`src/rtl/sr_pulse_arbiter.sv`:
```
// Round-robin arbiter that lets N_REQ requesters share one SR latch.
// Each grant drives s or r for PULSE_W cycles, waits GUARD_W settle
// cycles, then checks the latch feedback and pulses done (and err).
module sr_pulse_arbiter #(
  parameter int unsigned N_REQ   = 4,
  parameter int unsigned PULSE_W = 2,
  parameter int unsigned GUARD_W = 1
) (
  input  logic             clk,
  input  logic             rst_n,
  input  logic [N_REQ-1:0] req,
  input  logic [N_REQ-1:0] op,
  input  logic             q_fb,
  output logic             s,
  output logic             r,
  output logic [N_REQ-1:0] gnt,
  output logic             busy,
  output logic             done,
  output logic             err
);

  localparam int unsigned PTR_W   = (N_REQ > 1) ? $clog2(N_REQ) : 1;
  localparam int unsigned CNT_MAX = (PULSE_W > GUARD_W) ? PULSE_W : GUARD_W;
  localparam int unsigned CNT_W   = (CNT_MAX > 0) ? $clog2(CNT_MAX + 1) : 1;

  typedef enum logic [1:0] {IDLE, DRIVE, GUARD, CHECK} state_t;

  state_t           state, state_nxt;
  logic [CNT_W-1:0] cnt, cnt_nxt;
  logic [PTR_W-1:0] ptr, ptr_nxt;
  logic [PTR_W-1:0] win, win_nxt;
  logic             op_q, op_q_nxt;
  logic             s_nxt, r_nxt, busy_nxt, done_nxt, err_nxt;
  logic [N_REQ-1:0] gnt_nxt;

  logic             win_found;
  logic [PTR_W-1:0] win_idx;
  logic [PTR_W:0]   scan_sum;
  logic [PTR_W:0]   ptr_inc;

  // Round-robin search upward from ptr, wrapping modulo N_REQ.
  always_comb begin
    win_found = 1'b0;
    win_idx   = '0;
    scan_sum  = '0;
    for (int i = 0; i < int'(N_REQ); i++) begin
      scan_sum = {1'b0, ptr} + (PTR_W+1)'(i);
      if (scan_sum >= (PTR_W+1)'(N_REQ)) begin
        scan_sum = scan_sum - (PTR_W+1)'(N_REQ);
      end
      if (!win_found && req[scan_sum[PTR_W-1:0]]) begin
        win_found = 1'b1;
        win_idx   = scan_sum[PTR_W-1:0];
      end
    end
  end

  // Pointer value following the current winner, wrapped modulo N_REQ.
  always_comb begin
    ptr_inc = {1'b0, win} + (PTR_W+1)'(1);
    if (ptr_inc >= (PTR_W+1)'(N_REQ)) begin
      ptr_inc = '0;
    end
  end

  // Next-state and next-output logic; outputs are registered below.
  always_comb begin
    state_nxt = state;
    cnt_nxt   = cnt;
    ptr_nxt   = ptr;
    win_nxt   = win;
    op_q_nxt  = op_q;
    s_nxt     = 1'b0;
    r_nxt     = 1'b0;
    gnt_nxt   = '0;
    done_nxt  = 1'b0;
    err_nxt   = 1'b0;
    unique case (state)
      IDLE: begin
        if (win_found) begin
          state_nxt        = DRIVE;
          cnt_nxt          = '0;
          win_nxt          = win_idx;
          op_q_nxt         = op[win_idx];
          gnt_nxt[win_idx] = 1'b1;
          s_nxt            = op[win_idx];
          r_nxt            = ~op[win_idx];
        end
      end
      DRIVE: begin
        if (cnt == CNT_W'(PULSE_W - 1)) begin
          cnt_nxt = '0;
          if (GUARD_W == 0) begin
            state_nxt = CHECK;
            done_nxt  = 1'b1;
            err_nxt   = (q_fb != op_q);
          end else begin
            state_nxt = GUARD;
          end
        end else begin
          cnt_nxt = cnt + CNT_W'(1);
          s_nxt   = op_q;
          r_nxt   = ~op_q;
        end
      end
      GUARD: begin
        if (cnt == CNT_W'(GUARD_W - 1)) begin
          cnt_nxt   = '0;
          state_nxt = CHECK;
          done_nxt  = 1'b1;
          err_nxt   = (q_fb != op_q);
        end else begin
          cnt_nxt = cnt + CNT_W'(1);
        end
      end
      CHECK: begin
        state_nxt = IDLE;
        cnt_nxt   = '0;
        ptr_nxt   = ptr_inc[PTR_W-1:0];
      end
      default: begin
        state_nxt = IDLE;
      end
    endcase
    busy_nxt = (state_nxt != IDLE);
  end

  // State and output registers; reset aborts any operation immediately.
  always_ff @(posedge clk or negedge rst_n) begin
    if (!rst_n) begin
      state <= IDLE;
      cnt   <= '0;
      ptr   <= '0;
      win   <= '0;
      op_q  <= 1'b0;
      s     <= 1'b0;
      r     <= 1'b0;
      gnt   <= '0;
      busy  <= 1'b0;
      done  <= 1'b0;
      err   <= 1'b0;
    end else begin
      state <= state_nxt;
      cnt   <= cnt_nxt;
      ptr   <= ptr_nxt;
      win   <= win_nxt;
      op_q  <= op_q_nxt;
      s     <= s_nxt;
      r     <= r_nxt;
      gnt   <= gnt_nxt;
      busy  <= busy_nxt;
      done  <= done_nxt;
      err   <= err_nxt;
    end
  end

endmodule

```
`config.mk`:
```
export PLATFORM = sky130hd
export DESIGN_NAME = sr_pulse_arbiter
export DESIGN_NICKNAME = d
export VERILOG_FILES = /design/src/rtl/sr_pulse_arbiter.sv
export SDC_FILE = /design/constraint.sdc
export NUM_CORES = 1
export LEC_CHECK = 0
export CORE_MARGIN = 4
export CORE_UTILIZATION = 49
export DETAILED_ROUTE_END_ITERATION = 10
export PLACE_DENSITY_LB_ADDON = 0.1
export RECOVER_POWER = 50
export SYNTH_ARGS = -nofsm -noshare
export SYNTH_HDL_FRONTEND = slang
export SYNTH_SLANG_ARGS = --single-unit
```
`constraint.sdc`:
```
create_clock -name clk -period 1.8 [get_ports clk]
set_input_delay 0.45 -clock clk [delete_from_list [all_inputs] [get_ports clk]]
set_output_delay 0.45 -clock clk [all_outputs]
set_load 0.05 [all_outputs]
```
==> results.yml <==
critical_path:
  critPathArrivalTime_ns: 1.88
  cp_max_fo: 4
  cp-end-kind: "register"
  required_ns: 1.96
  crit_type: "input port to register"
  cp-start-kind: "input port"
place:
  dpl.cell_count: 147
  place_area_um2: 1230
  port_buffers: 19
  dp_slack_ns: -0.410
  dp_hpwl_um: 1590
  gp_congestion: 0.817
global_routing:
  antenna_found_initial: 0
  grt_pass1_vias: 796
  overflow: 0
  grt_pass1_wl_um: 3450
  grt_use_total_pct: 17.2
  grt_start_max_net_pins: 19
floorplan:
  rows: 15
  die-height_um: 52.3
  core_area_um2: 1780
  start_util_pct: 53.9
  die_area_um2: 2730
  die_w_um: 52.3
  top_level_ports: 20
timing:
  fmax_mhz: 583
  setup_violations: 0
  max-slew-margin-rel_pct: 36.0
  tightest_slew_ns: 0.960
  drv_slew: 0
  min_period_ns: 1.71
  finalHoldViolCount: 0
  post-route-period-util_pct: 95.3
  worst_slack_ns: 0.0850
  fin_skew_ns: 0.00792
final_layout:
  fin_cells: 150
  area_growth_syn_to_layout_pct: 32.2
  register_area_um2: 452
  num-nets-final: 147
  fillers: 133
  drive_gt1_share_pct: 23.2
  n_antenna_cell: 0
  design_area_um2: 1270
  multi_input_area_um2: 510
yosys:
  ys_ff_latch: 18
  synth_common_cells: "dfrtp_1 (18), ha_1 (9), nand2_1 (9)"
  yosys_warnings: 0
  synth-edff-count: 0
  synth_largest_area_cell: "dfrtp_1"
  syn-cell-area_um2: 961
  async_flop_share_pct: 100
  synth-adder-area-share_pct: 11.7
  synth_ff_type: "dfrtp_1"
  ys_seq_area_share_pct: 46.9
  synth-xor-area-share_pct: 0.911
  synthMuxAreaShare_pct: 4.95
  synth_top_area_share_pct: 46.9
  synth.distinct_cells: 30
  yosys.area_share.simple_pct: 18.6
  synth_cells: 94
  synth_top_family_by_area: "simple AND/OR/NAND/NOR gates"
  synth_most_common_cell: "dfrtp_1"
  synth-compound-area-share_pct: 14.2
  syn_nets: 114
  ys_top_cells_by_area: "dfrtp_1 (47%), ha_1 (12%), nand2_1 (3.5%), o21ai_0 (3.1%), inv_1 (2.7%)"
  synth.avg_cell_area_um2: 10.2
clock_network:
  cts_tree: "done"
  cts.path.max_buffers: 2
  insertion_delay_ns: 0.28
  clkTransAtPathRegs_ns: 0.10
  h-tree-depth: 1
  cts_setup_buffers: 0
  numCtsBuffers: 3
  clock_sinks: 18
  hold_buffers: 0
  ctsRootBufferMaster: "clkbuf_4"
worst_hold_path:
  min_path_type: "register to register"
drt:
  wl_per_cell_um: 13.8
  wl_um: 2070
  firstDrtPassIters: 4
  vias_per_cell: 5.41
  vias: 811
  drc_errors: 0
  ant_nets: 0
  drtIter0Drc: 10
power_and_ir_drop:
  power_density_nw_per_um2: 1520
  peakVddDrop_v: 0.000944
  p_leak_uw: 0.000617
flow_run:
  drv_cap: 0
outcome:
  outcome: "finished, final reports clean"
## state kept, by name, indices dropped and copies added, names as in the netlist
name	cells
busy	1
cnt	2
done	1
err	1
gnt	4
op_q	1
ptr	2
r	1
s	1
state	2
win	2
## routing by layer
layer | GRT usage [%] | vias to the layer above | routed length, um
li1 | - | 394 | -
met1 | 21.5 | 389 | 898
met2 | 28.1 | 26 | 1020
met3 | 4.56 | 2 | 143
met4 | 6.38 | 0 | 10
met5 | 0 | - | 0
## cell usage in the layout, fill, tap and decap left out, types with 3 or more instances in the layout
cell	Yosys	routed
nor2_1	6	6
o21ai_0	6	6
dfrtp_1	18	17
nand3_1	5	5
a21oi_1	5	5
nand2b_1	3	3
nand2_1	9	8
inv_1	7	7
clkbuf_4	0	3
clkdlybuf4s50_1	0	6
ha_1	9	9
buf_4	0	16
## cell type report
class | count | area share, %
multi-input cells | 69 | 40.2
flip-flops and latches | 18 | 35.6
repair buffers | 28 | 17.9
well taps | 25 | 2.46
inverters | 7 | 2.07
clock buffers | 3 | 1.77
## power by group
| part | leakage [uW] | internal, uW | total, uW | switching (uW) |
|---|---|---|---|---|
| logic | 0.000373 | 429 | 1060 | 635 |
| registers | 0.000231 | 554 | 670 | 116 |
| clock network | 0.0000138 | 77.6 | 192 | 115 |
| total | 0.000617 | 1060 | 1930 | 866 |
## path summary, 6_finish.rpt
kind / slack (ns) / startpoint / endpoint / cells after the start
worst min-delay path: 0.50 / win[1]$_DFFE_PN0P_ / win[1]$_DFFE_PN0P_ / 2
max in group asynchronous: 0.34 / rst_n / ptr[1]$_DFFE_PN0N_ / 2
worst min register to register: 0.50 / win[1]$_DFFE_PN0P_ / win[1]$_DFFE_PN0P_ / 2
min in group asynchronous: 0.82 / rst_n / gnt[3]$_DFF_PN0_ / 2
worst max register to register: 0.09 / ptr[1]$_DFFE_PN0N_ / s$_DFF_PN0_ / 5
worst max-delay path: 0.09 / req[2] / gnt[3]$_DFF_PN0_ / 7
## cells by family after synthesis
group / Yosys count
flip-flops: 18
multiplexers: 4
XOR/XNOR: 1
AO/OA/AOI/OAI: 20
buffers and inverters: 7
adder cells (fa/ha/maj): 9
AND/OR/NAND/NOR: 35
## timing repair
action	in CTS	in global routing
gates resized for setup	5	4
setup endpoints to repair	5	2
gates cloned	0	0
pin swaps	0	2
## stage by stage
stage | hold WS (ns) | setup TNS (ns) | util (%) | power, uW
floorplan | 0.154 | 0 | - | 1380
global placement | 0.489 | -3.02 | 68.8 | 1670
detailed placement | 0.483 | -3.45 | 68.8 | 1700
CTS | 0.487 | 0 | 70.9 | 1910
global route | 0.531 | -0.0156 | 71.2 | 2080
finish | 0.501 | 0 | 71.2 | 1930
## critical path, stage by stage
cell	delay, ns
clkdlybuf4s50_1	0.49
nor4_2	0.05
buf_4	0.14
buf_4	0.13
nand2b_1	0.17
buf_4	0.17
nor4_1	0.27
Power figures use the tool's default switching activity.
